### config.mk
export PLATFORM = sky130hd
export DESIGN_NAME = code_mem_arbiter
export DESIGN_NICKNAME = d
export VERILOG_FILES = /design/src/rtl/code_mem_arbiter.sv
export SDC_FILE = /design/constraint.sdc
export NUM_CORES = 1
export LEC_CHECK = 0
export ABC_CLOCK_PERIOD_IN_PS = 1300
export BUFFER_PORTS_ARGS = -buffer_cell sky130_fd_sc_hd__buf_2
export CAP_MARGIN = 5
export CORE_UTILIZATION = 43
export CTS_BUF_LIST = sky130_fd_sc_hd__clkbuf_4
export DETAILED_ROUTE_END_ITERATION = 10
export GPL_TIMING_DRIVEN = 0
export HOLD_SLACK_MARGIN = 0.03
export PLACE_DENSITY = 0.77
export SETUP_SLACK_MARGIN = 0.02
export SKIP_CTS_REPAIR_TIMING = 1
export SYNTH_ARGS = -nofsm -noshare
export SYNTH_HDL_FRONTEND = slang
export SYNTH_SLANG_ARGS = --single-unit
### constraint.sdc
create_clock -name clk -period 1.3 [get_ports clk]
set_input_delay 0.065 -clock clk [delete_from_list [all_inputs] [get_ports clk]]
set_output_delay 0.065 -clock clk [all_outputs]
set_load 0.01 [all_outputs]
### src/rtl/code_mem_arbiter.sv
// Two-port arbiter sharing one combinational code ROM between instruction fetch (IF)
// and MOVC reads (MV); fixed priority with a bounded starvation guard.
module code_mem_arbiter #(
   parameter int AW         = 16,
   parameter int DW         = 8,
   parameter int PRIO_MV    = 1,
   parameter int STARVE_MAX = 4
) (
   input  logic          clk,
   input  logic          rst,
   input  logic          if_req,
   input  logic [AW-1:0] if_addr,
   output logic          if_ack,
   output logic [DW-1:0] if_data,
   output logic          if_valid,
   input  logic          mv_req,
   input  logic [AW-1:0] mv_addr,
   output logic          mv_ack,
   output logic [DW-1:0] mv_data,
   output logic          mv_valid,
   output logic          rom_enable,
   output logic [AW-1:0] rom_addr,
   input  logic [DW-1:0] rom_data,
   output logic [0:0]    dbg_state
);

   // Handshake: a requester raises req with a stable addr and holds both until it
   // sees its one-cycle ack; the byte follows one cycle later with a one-cycle valid.
   // Requests are only sampled in IDLE, so ack and valid never coincide on a port.

   localparam logic [0:0] ST_IDLE = 1'b0;
   localparam logic [0:0] ST_READ = 1'b1;

   localparam logic       PRIO_IS_MV = (PRIO_MV != 0);
   localparam logic [3:0] STARVE_LIM = 4'(STARVE_MAX);

   logic [0:0] state;
   logic       owner_mv;
   logic [3:0] starve_cnt;

   logic       conflict;
   logic       prio_req;
   logic       starve_hit;
   logic       grant_prio;
   logic       grant_mv;
   logic [3:0] cnt_next;

   always_comb begin
      conflict   = if_req & mv_req;
      prio_req   = PRIO_IS_MV ? mv_req : if_req;
      starve_hit = (STARVE_LIM != 4'd0) && (starve_cnt >= STARVE_LIM);
      grant_prio = conflict ? !starve_hit : prio_req;
      grant_mv   = PRIO_IS_MV ? grant_prio : !grant_prio;
      cnt_next   = starve_cnt;
      if (conflict) begin
         if (starve_hit)
            cnt_next = 4'd0;
         else if (starve_cnt != 4'd15)
            cnt_next = starve_cnt + 4'd1;
      end else if (!grant_prio) begin
         // Lone low-priority request: it was served, so it is no longer starving.
         cnt_next = 4'd0;
      end
   end

   always_ff @(posedge clk) begin
      if (rst) begin
         state      <= ST_IDLE;
         owner_mv   <= 1'b0;
         starve_cnt <= 4'd0;
         rom_addr   <= '0;
         if_ack     <= 1'b0;
         mv_ack     <= 1'b0;
         if_valid   <= 1'b0;
         mv_valid   <= 1'b0;
         if_data    <= '0;
         mv_data    <= '0;
      end else begin
         if_ack   <= 1'b0;
         mv_ack   <= 1'b0;
         if_valid <= 1'b0;
         mv_valid <= 1'b0;
         case (state)
            ST_IDLE: begin
               if (if_req || mv_req) begin
                  state      <= ST_READ;
                  owner_mv   <= grant_mv;
                  rom_addr   <= grant_mv ? mv_addr : if_addr;
                  if_ack     <= !grant_mv;
                  mv_ack     <= grant_mv;
                  starve_cnt <= cnt_next;
               end
            end
            ST_READ: begin
               state <= ST_IDLE;
               if (owner_mv) begin
                  mv_data  <= rom_data;
                  mv_valid <= 1'b1;
               end else begin
                  if_data  <= rom_data;
                  if_valid <= 1'b1;
               end
            end
            default: state <= ST_IDLE;
         endcase
      end
   end

   assign rom_enable = (state == ST_READ);
   assign dbg_state  = state;

endmodule

==> results of run 1 <==
==> synthesized netlist by cell type (2+ instances only) <==
cell type and n:
sky130_fd_sc_hd__buf_2 3, sky130_fd_sc_hd__nor2_1 19, sky130_fd_sc_hd__nand3b_1 2, sky130_fd_sc_hd__nand2_1 29
sky130_fd_sc_hd__buf_4 3, sky130_fd_sc_hd__buf_6 3, sky130_fd_sc_hd__o21ai_1 8, sky130_fd_sc_hd__nand2b_1 2
sky130_fd_sc_hd__a311oi_1 4, sky130_fd_sc_hd__a21oi_1 20, sky130_fd_sc_hd__nand3_1 25, sky130_fd_sc_hd__a311oi_2 12
sky130_fd_sc_hd__dfxtp_1 42, sky130_fd_sc_hd__o21ai_0 8, sky130_fd_sc_hd__clkbuf_1 10
==> layout make-up <==
cell class / count / area, sq um
tap: 50 / 62.6
clock buffer: 5 / 37.5
timing repair buffer: 104 / 671
sequential: 42 / 850
inverter: 1 / 3.75
buffer: 19 / 131
fill: 356 / 1380
clock inverter: 3 / 16.3
multi-input combinational: 140 / 852
==> registers in the layout, indices dropped and copies added (netlist names) <==
register / cells
mv_valid: 1
dbg_state: 1
owner_mv: 1
rom_addr: 16
if_valid: 1
mv_data: 8
if_data: 8
starve_cnt: 4
if_ack: 1
mv_ack: 1
==> layout by cell type (no fill, tap or decap), types with 2 or more instances in the layout <==
cell type                       synthesis  routed
sky130_fd_sc_hd__dfxtp_4                0       2
sky130_fd_sc_hd__a311oi_2              12      12
sky130_fd_sc_hd__buf_8                  1       3
sky130_fd_sc_hd__nor2_1                19      19
sky130_fd_sc_hd__buf_6                  3       2
sky130_fd_sc_hd__dlygate4sd3_1          0      17
sky130_fd_sc_hd__buf_2                  3      82
sky130_fd_sc_hd__nand3_1               25      25
sky130_fd_sc_hd__nand2_1               29      28
sky130_fd_sc_hd__nand3b_1               2       2
sky130_fd_sc_hd__buf_4                  3       6
sky130_fd_sc_hd__a21oi_1               20      19
sky130_fd_sc_hd__a311oi_1               4       4
sky130_fd_sc_hd__dfxtp_1               42      39
sky130_fd_sc_hd__clkbuf_1              10       9
sky130_fd_sc_hd__o21ai_0                8       8
sky130_fd_sc_hd__clkbuf_16              0       2
sky130_fd_sc_hd__nand2b_1               2       2
sky130_fd_sc_hd__clkbuf_4               0       5
sky130_fd_sc_hd__o21ai_1                8       8
==> routing by layer <==
metal | vias up | track usage (%)
met3 | 9 | 3.08
met2 | 64 | 36.9
met1 | 879 | 25.1
met4 | 0 | 10.4
met5 | - | 0
li1 | 940 | -
==> power by group through the flow <==
stage / combinational (mW) / clock (mW) / sequential (mW)
detailed placement: 0.506 / 0 / 1.44
floorplan: 0.269 / 0 / 1.47
global route: 0.657 / 0.695 / 1.42
CTS: 0.506 / 0.648 / 1.41
global placement: 0.496 / 0 / 1.43
finish: 0.601 / 0.629 / 1.41
==> critical path: stages (launching register included) <==
cell,delay (ps)
sky130_fd_sc_hd__dfxtp_4,390
sky130_fd_sc_hd__and4bb_1,310
sky130_fd_sc_hd__or3b_1,380
sky130_fd_sc_hd__a21oi_2,150
==> stage by stage <==
stage                     setup TNS, ps  utilization, %  instance area [sq um]
final                                 0            65.6                   2620
after global routing              -12.5            65.6                   2620
after CTS                         -1470            57.8                   2310
after global placement             -544            56.4                   2260
after detailed placement           -936            56.4                   2260
after floorplan                       0               -                   1790
==> final timing paths <==
path                         to  slack (ps)  depth (start not counted)
setup / recovery  starve_cnt[0]          10                          3
hold / removal     rom_addr[10]         -10                          3
setup reg to reg  starve_cnt[0]          10                          3
hold reg to reg      if_data[7]         460                          2
==> cells by family after synthesis <==
| group | Yosys count |
|---|---|
| buffers and inverters | 21 |
| AOI/OAI and AO/OA | 57 |
| and+or+nand+nor | 82 |
| DFF | 42 |
| adders and majority gates | 1 |
==> summary.md, run 1 <==
| Metric | Value |
|---|---|
| Critical Path End Type | flop |
| Worst-case setup slack after placement | -88.5 ps |
| Startpoint of the worst setup timing path | starve_cnt[3] |
| Switching power of the nets | ~0.77 mW |
| Post-synthesis adder-cell area fraction | less than 1% |
| Final routed wire length divided by cell count | approximately 13 um |
| Fmax achieved | between 0.7 and 0.8 GHz |
| Clock insertion delay at the later pin of the skew report | roughly 350 ps |
| Wire length the detailed router placed on met1 | around 2000 um |
| Number of ports placed on the die boundary | 82 |
| Net count after synthesis | between 200 and 250 |
| Setup repair after global routing missed its margin | true |
| Total number of yosys warnings | 0 |
| Mux share of post-synthesis cell area | 0% |
| Flop and latch count out of synthesis | 42 |
| Critical path start-end classification | reg -> reg |
| Final count of negative-setup-slack endpoints | 0 |
| Drt first pass iters | 4 |
| Grt ovf | 0 |
| Actual slew at the worst max-slew pin | around 600 ps |
| CTS tree | done |
| Standard-cell rows | 23 |
| Length of routed met3 wiring | about 260 um |
| Post-synthesis cell type count | 28 |
| Sink count of the clock tree | 42 |
| IR Drop Worst-Case VDD | around 0.46 mV |
| Clock Skews | around 8.0 ps |
| Max_cap viols | 0 |
| Internal power of the cells | 1.87 mW |
| GR Util All Layers | 21.2% |
| Via count of the first global-routing pass | about 1,700 |
| Worst Path Required | 1590 ps |
| Antenna violations before repair | 0 |
| GP Congestion | 0.827 |
| Count of final max-slew check failures | 0 |
| Flip-flop cell with the highest count after synthesis | sky130_fd_sc_hd__dfxtp_1 |
| Number of DRC markers in iteration 0 | 101 |
| Total DRC errors in the routed layout | 0 |
| Maximum buffer depth of the clock tree | 2 |
| Core ar. | between 4000 and 5000 sq um |
| Worst hold-check slack | -13.5 ps |
| Worst setup slack after layout | around 14 ps |
| Clock group share of total power | 23.9% |
| Mean post-synth cell area | between 8 and 9 sq um |
| Total power draw | between 2 and 3 mW |
| Max Used Layer | met4 |
| R2r startpoint | starve_cnt[3] |
| Sequential element share of the synthesized area | between 40% and 50% |
| Final critical delay including setup and external delays | ~1300 ps |
| Relative slew slack | between 50% and 60% |
| Y dimension of the die | around 67 um |
| Clock root cell | sky130_fd_sc_hd__clkbuf_4 |
| Leakage dissipation | around 1.2 nW |
| Share of total power in sequential cells | a little over half |
| Post-synthesis xor/xnor area fraction | 0% |
| Largest area contributor in the netlist | sky130_fd_sc_hd__dfxtp_1 |
| Share of post-route cells with drive strength above 1 | 39.5% |
| Ratio of total power to cell area | roughly 1000 nW/um^2 |
| Leading post-synthesis cells by cell area | sky130_fd_sc_hd__dfxtp_1 47%, sky130_fd_sc_hd__a311oi_2 10%, sky130_fd_sc_hd__nand3_1 7.0% |
| Ys async rst share | 0% |
| Compound-gate portion of the synthesized area | between 20 and 25% |
| Number of vias per cell | just over 5 |
| Number of synthesized flops with an enable pin | 0 |
| Synthesis-to-layout area growth | 46.2% |
| Port buffer count | 80 |
| Horiz. Die Dim | roughly 67 um |
| Status | finished, violations left |
| Number of hold-slack violations in the final timing report | 2 |
| Max H-tree Level | 2 |
| Largest family of logic cells by synthesized area | compound AO/OA/AOI/OAI gates |
| Category of the worst setup path launch point | flop |
| Effective utilization at floorplan | between 40% and 50% |
| Cells after DPL | 333 |
| Number of standard cells after synthesis | about 200 |
| Power share of the combinational group | roughly 23% |
| Amount of wire on met2 after detailed routing | approximately 2500 um |
| Classification of the worst-slack hold path | in -> reg |
| Total via count after detailed routing | 1,892 |
| Mapped cell area | about 1800 sq um |
| Clock-pin slew on the worst setup and hold paths | about 120 ps |
| Number of nets in the final layout | between 300 and 400 |
| Failing checks | negative hold slack |
| Switching power as a share of total power | roughly 29% |
| WL final | between 4000 and 5000 um |
| Largest net degree at the start of global routing | 14 |
| Hold Path Origin | if_addr[10] |
| Biggest fanout along the worst timing path | 4 |
| Final Non-Filler Cells | approximately 360 |
| Data arrival at the endpoint of the critical path | between 1500 and 2000 ps |
| Area share of and/or/nand/nor cells after synthesis | between 20% and 30% |
| Share of the synthesized area in the top cell type | 46.9% |
| Detail Placement HPWL | 3200 um |
| Final clock period utilization by the worst path | between 90% and 100% |
| Wire length of the first global-routing pass | between 7000 and 8000 um |
| TritonCTS Buffers | 5 |
| Antenna viol nets, final | 0 |
| Count of antenna diodes in the layout | 0 |
| Area of the die | roughly 4400 sq um |
No activity file was read; power rests on OpenSTA's default activity.
==> run 2: changes to the inputs <==
ABC_AREA = 1   (was default)
CORE_UTILIZATION = 44   (was 43)
PLACE_DENSITY = 0.78   (was 0.77)
==> run 2 against run 1 <==
Against the previous run:
- the flow now finishes without violations
- final cell count up 12%
- die area up 2.0%
- combinational power down 5.8%
- design area down 3.4%
- via count up 2.5%
- global-route usage about the same
- maximum frequency up 11%
- core utilization down 3.1 points
- clock skew up 9.2 ps
- worst setup slack better by 120 ps
==> summary.md, run 2 <==
| Metric | Value |
|---|---|
| Data arrival at the endpoint of the critical path | 1460 ps (was 1570 ps) |
| Largest net degree at the start of global routing | 16 (was 14) |
| Area of the die | 4520 sq um (was 4430 sq um) |
| Number of synthesized flops with an enable pin | 0 (unchanged) |
| IR Drop Worst-Case VDD | 0.686 mV (was 0.463 mV) |
| Number of DRC markers in iteration 0 | 105 (was 101) |
| Total number of yosys warnings | 0 (unchanged) |
| Final count of negative-setup-slack endpoints | 0 (unchanged) |
| Number of standard cells after synthesis | 256 (was 203) |
| R2R Setup Slk | 140 ps (was 10 ps) |
| Net count after synthesis | 301 (was 248) |
| GP Congestion | 0.763 (was 0.827) |
| Instance count along the most critical hold path | 5 (was 3) |
| Biggest fanout along the worst timing path | 10 (was 4) |
| Post-synthesis cell type count | 22 (was 28) |
| Post-Route Setup TNS | 0 ps (unchanged) |
| Clock root cell | sky130_fd_sc_hd__clkbuf_4 (unchanged) |
| Mapped cell area | 1870 sq um (was 1790 sq um) |
| Total DRC errors in the routed layout | 0 (unchanged) |
| Worst hold-check slack | 32.0 ps (was -13.5 ps) |
| Most common cell in the synthesized netlist | sky130_fd_sc_hd__nor2_1 (was sky130_fd_sc_hd__dfxtp_1) |
| Grt ovf | 0 (unchanged) |
| TritonCTS Buffers | 5 (unchanged) |
| Drt first pass iters | 6 (was 4) |
| Critical path start-end classification | reg -> reg (unchanged) |
| Maximum buffer depth of the clock tree | 2 (unchanged) |
| Flip-flop cell with the highest count after synthesis | sky130_fd_sc_hd__dfxtp_1 (unchanged) |
| Largest area contributor in the netlist | sky130_fd_sc_hd__dfxtp_1 (unchanged) |
| End of the worst register-to-register path | rom_addr[7] (was starve_cnt[0]) |
| Synthesis-to-layout area growth | 35.3% (was 46.2%) |
| CTS tree | done (unchanged) |
| GR Util All Layers | 21.2% (about the same) |
| Count of antenna diodes in the layout | 0 (unchanged) |
| R2r startpoint | starve_cnt[2] (was starve_cnt[3]) |
| Critical Path End Type | flop (unchanged) |
| Relative slew slack | 71.2% (was 59.9%) |
| Horiz. Die Dim | 67.2 um (was 66.6 um) |
| Port buffer count | 80 (unchanged) |
| Commonest non-fill, non-tap cells in the layout | 82 x sky130_fd_sc_hd__buf_2, 71 x sky130_fd_sc_hd__nor2_1, 41 x sky130_fd_sc_hd__dfxtp_1 (was 82 x sky130_fd_sc_hd__buf_2, 39 x sky130_fd_sc_hd__dfxtp_1, 28 x sky130_fd_sc_hd__nand2_1) |
| Clock-pin slew on the worst setup and hold paths | 130 ps (was 120 ps) |
| Final critical delay including setup and external delays | 1160 ps (was 1290 ps) |
| End point of the most critical hold path | rom_addr[11] (was rom_addr[10]) |
| Core ar. | 4060 sq um (was 4000 sq um) |
| Total via count after detailed routing | 1,939 (was 1,892) |
| Final clock period utilization by the worst path | 89.5% (was 98.9%) |
| Max H-tree Level | 2 (unchanged) |
| Sequential element share of the synthesized area | 44.9% (was 46.9%) |
| Largest regs | rom_addr x16, if_data x8, mv_data x8 (unchanged) |
| Share of the synthesized area in the top cell type | 44.9% (was 46.9%) |
| Clock insertion delay at the later pin of the skew report | 370 ps (was 350 ps) |
| Leakage dissipation | 1.32 nW (was 1.16 nW) |
| Setup repair after global routing missed its margin | false (was true) |
| Antenna violations before repair | 0 (unchanged) |
| Mean post-synth cell area | 7.32 sq um (was 8.84 sq um) |
| Cell seen most often among critical-path stages | sky130_fd_sc_hd__nor2_1 |
| Effective utilization at floorplan | 46.2% (was 44.9%) |
| Count of final max-slew check failures | 0 (unchanged) |
| Ys async rst share | 0% (unchanged) |
| Worst path top cell family by delay | flip-flops (was simple AND/OR/NAND/NOR gates) |
| Leading post-synthesis cells by cell area | sky130_fd_sc_hd__dfxtp_1 45%, sky130_fd_sc_hd__nor2_1 14%, sky130_fd_sc_hd__o21ai_0 7.5% (was sky130_fd_sc_hd__dfxtp_1 47%, sky130_fd_sc_hd__a311oi_2 10%, sky130_fd_sc_hd__nand3_1 7.0%) |
| Y dimension of the die | 67.2 um (was 66.6 um) |
| Most frequent standard cell in the layout excluding fill and tap cells | sky130_fd_sc_hd__buf_2 (unchanged) |
| Wire length of the first global-routing pass | 7160 um (was 7110 um) |
| Number of cells on the worst reg-to-reg path | 6 (was 3) |
| Largest register by flop count | rom_addr (unchanged) |
| Standard-cell rows | 23 (unchanged) |
| Cell-by-cell trace of the critical path | o21ai_4 -> buf_6 -> nand3_1 -> nand2_1 -> nor2_1 -> nor2_1 (was and4bb_1 -> or3b_1 -> a21oi_2) |
| Clock Skews | 17.2 ps (was 7.98 ps) |
| Via count of the first global-routing pass | 1,636 (was 1,687) |
| Fmax achieved | 0.859 GHz (was 0.778 GHz) |
| WL final | 4680 um (was 4880 um) |
| Share of post-route cells with drive strength above 1 | 32.7% (was 39.5%) |
| Worst Path Required | 1600 ps (was 1590 ps) |
| Sink count of the clock tree | 42 (unchanged) |
| Flop and latch count out of synthesis | 42 (unchanged) |
| Ratio of total power to cell area | 1060 nW/um^2 (was 1010 nW/um^2) |
| Number of nets in the final layout | 402 (was 358) |
| Final routed wire length divided by cell count | 11.5 um (was 13.4 um) |
| Classification of the worst-slack hold path | in -> reg (unchanged) |
| Category of the worst setup path launch point | flop (unchanged) |
| Hold Path Origin | mv_addr[11] (was if_addr[10]) |
| Slowest stage cell, crit path | sky130_fd_sc_hd__dfxtp_1 (was sky130_fd_sc_hd__dfxtp_4) |
| Number of hold-slack violations in the final timing report | 0 (was 2) |
| Status | finished, final reports clean (was finished, violations left) |
| Bufs and invs on worst path | 1 (was 0) |
| Max_cap viols | 0 (unchanged) |
| Flip-flop count of the largest register, all copies and words added | 16 (unchanged) |
| Number of ports placed on the die boundary | 82 (unchanged) |
| Antenna viol nets, final | 0 (unchanged) |
| List of most frequent post-synthesis cells | 71 x sky130_fd_sc_hd__nor2_1, 42 x sky130_fd_sc_hd__dfxtp_1, 28 x sky130_fd_sc_hd__o21ai_0 (was 42 x sky130_fd_sc_hd__dfxtp_1, 29 x sky130_fd_sc_hd__nand2_1, 25 x sky130_fd_sc_hd__nand3_1) |
| Actual slew at the worst max-slew pin | 432 ps (was 601 ps) |
| Detail Placement HPWL | 3200 um (about the same) |
| Number of vias per cell | 4.75 (was 5.20) |
| Stage delay of the slowest cell on the critical path | 370 ps (was 390 ps) |
| Total power draw | 2.69 mW (was 2.64 mW) |
run 2: cell types whose count changed in the layout (fill, tap and decap cells not counted), sizes merged, moves of 2 or more:
cell / change
nand4: +2
a311oi: -16
inv: +26
buf: -2
clkbuf: -8
nand3b: -2
nand2b: -2
nand3: -8
nand2: -2
dlygate4sd3: -5
o21ai: +17
nor2: +54
run 2: worst max path at each step:
stage | cells after the start | to | slack (ps) | from
5_1_grt | 6 | rom_addr[3] | 30 | starve_cnt[2]
4_1_cts | 2 | rom_enable | -20 | dbg_state
3_5_place_dp | 6 | rom_addr[8] | 130 | starve_cnt[3]
6_report | 6 | rom_addr[7] | 140 | starve_cnt[2]
3_3_place_gp | 6 | rom_addr[8] | 150 | starve_cnt[3]
2_1_floorplan | 4 | rom_addr[0] | 220 | dbg_state
run 2: cells by family (layout without fill, tap and decap cells):
| family | after synthesis | count (layout) | share of synthesized area, % |
|---|---|---|---|
| simple gates | 119 | 119 | 26.8 |
| compound gates | 54 | 54 | 16.9 |
| flops | 42 | 42 | 44.9 |
| buf+inv | 40 | 142 | 10.8 |
| fa+ha+maj | 1 | 1 | 0.668 |
run 2: power breakdown:
group	switching (mW)	leakage [nW]	total, mW	internal [mW]
clock network	0.466	0.0318	0.687	0.221
registers	0.0507	0.346	1.43	1.38
logic	0.308	0.947	0.566	0.257
total	0.826	1.32	2.69	1.86
run 2: worst register-to-register path: cells and delay by family, from the launching register on:
kind	cells	cell delay (ps)
AOI/OAI and AO/OA	1	240
buffers and inverters	1	210
DFF	1	370
and+or+nand+nor	4	280
run 2: area by class of cell:
class | count | area [sq um]
clock buffers | 5 | 37.5
multi-input cells | 174 | 831
well taps | 50 | 62.6
fillers | 364 | 1520
flip-flops and latches | 42 | 842
clock inverters | 3 | 25.0
repair buffers | 94 | 536
inverters | 26 | 97.6
plain buffers | 14 | 104
run 2: per-stage QoR:
step                instance area, sq um  util, %  instances  setup slack [ps]
floorplan                           1870        -        256               222
global placement                    2340     57.6        386               149
global route                        2530     62.5        408              29.2
finish                              2530     62.5        408               137
detailed placement                  2340     57.6        386               131
CTS                                 2400     59.1        394             -20.9
run 2: routing by layer:
layer	up-vias	GRT usage, %	wire, um
met2	72	35.1	2160
li1	1017	-	-
met3	5	7.26	332
met4	0	7.98	48
met1	845	25.1	2140
met5	-	0	0
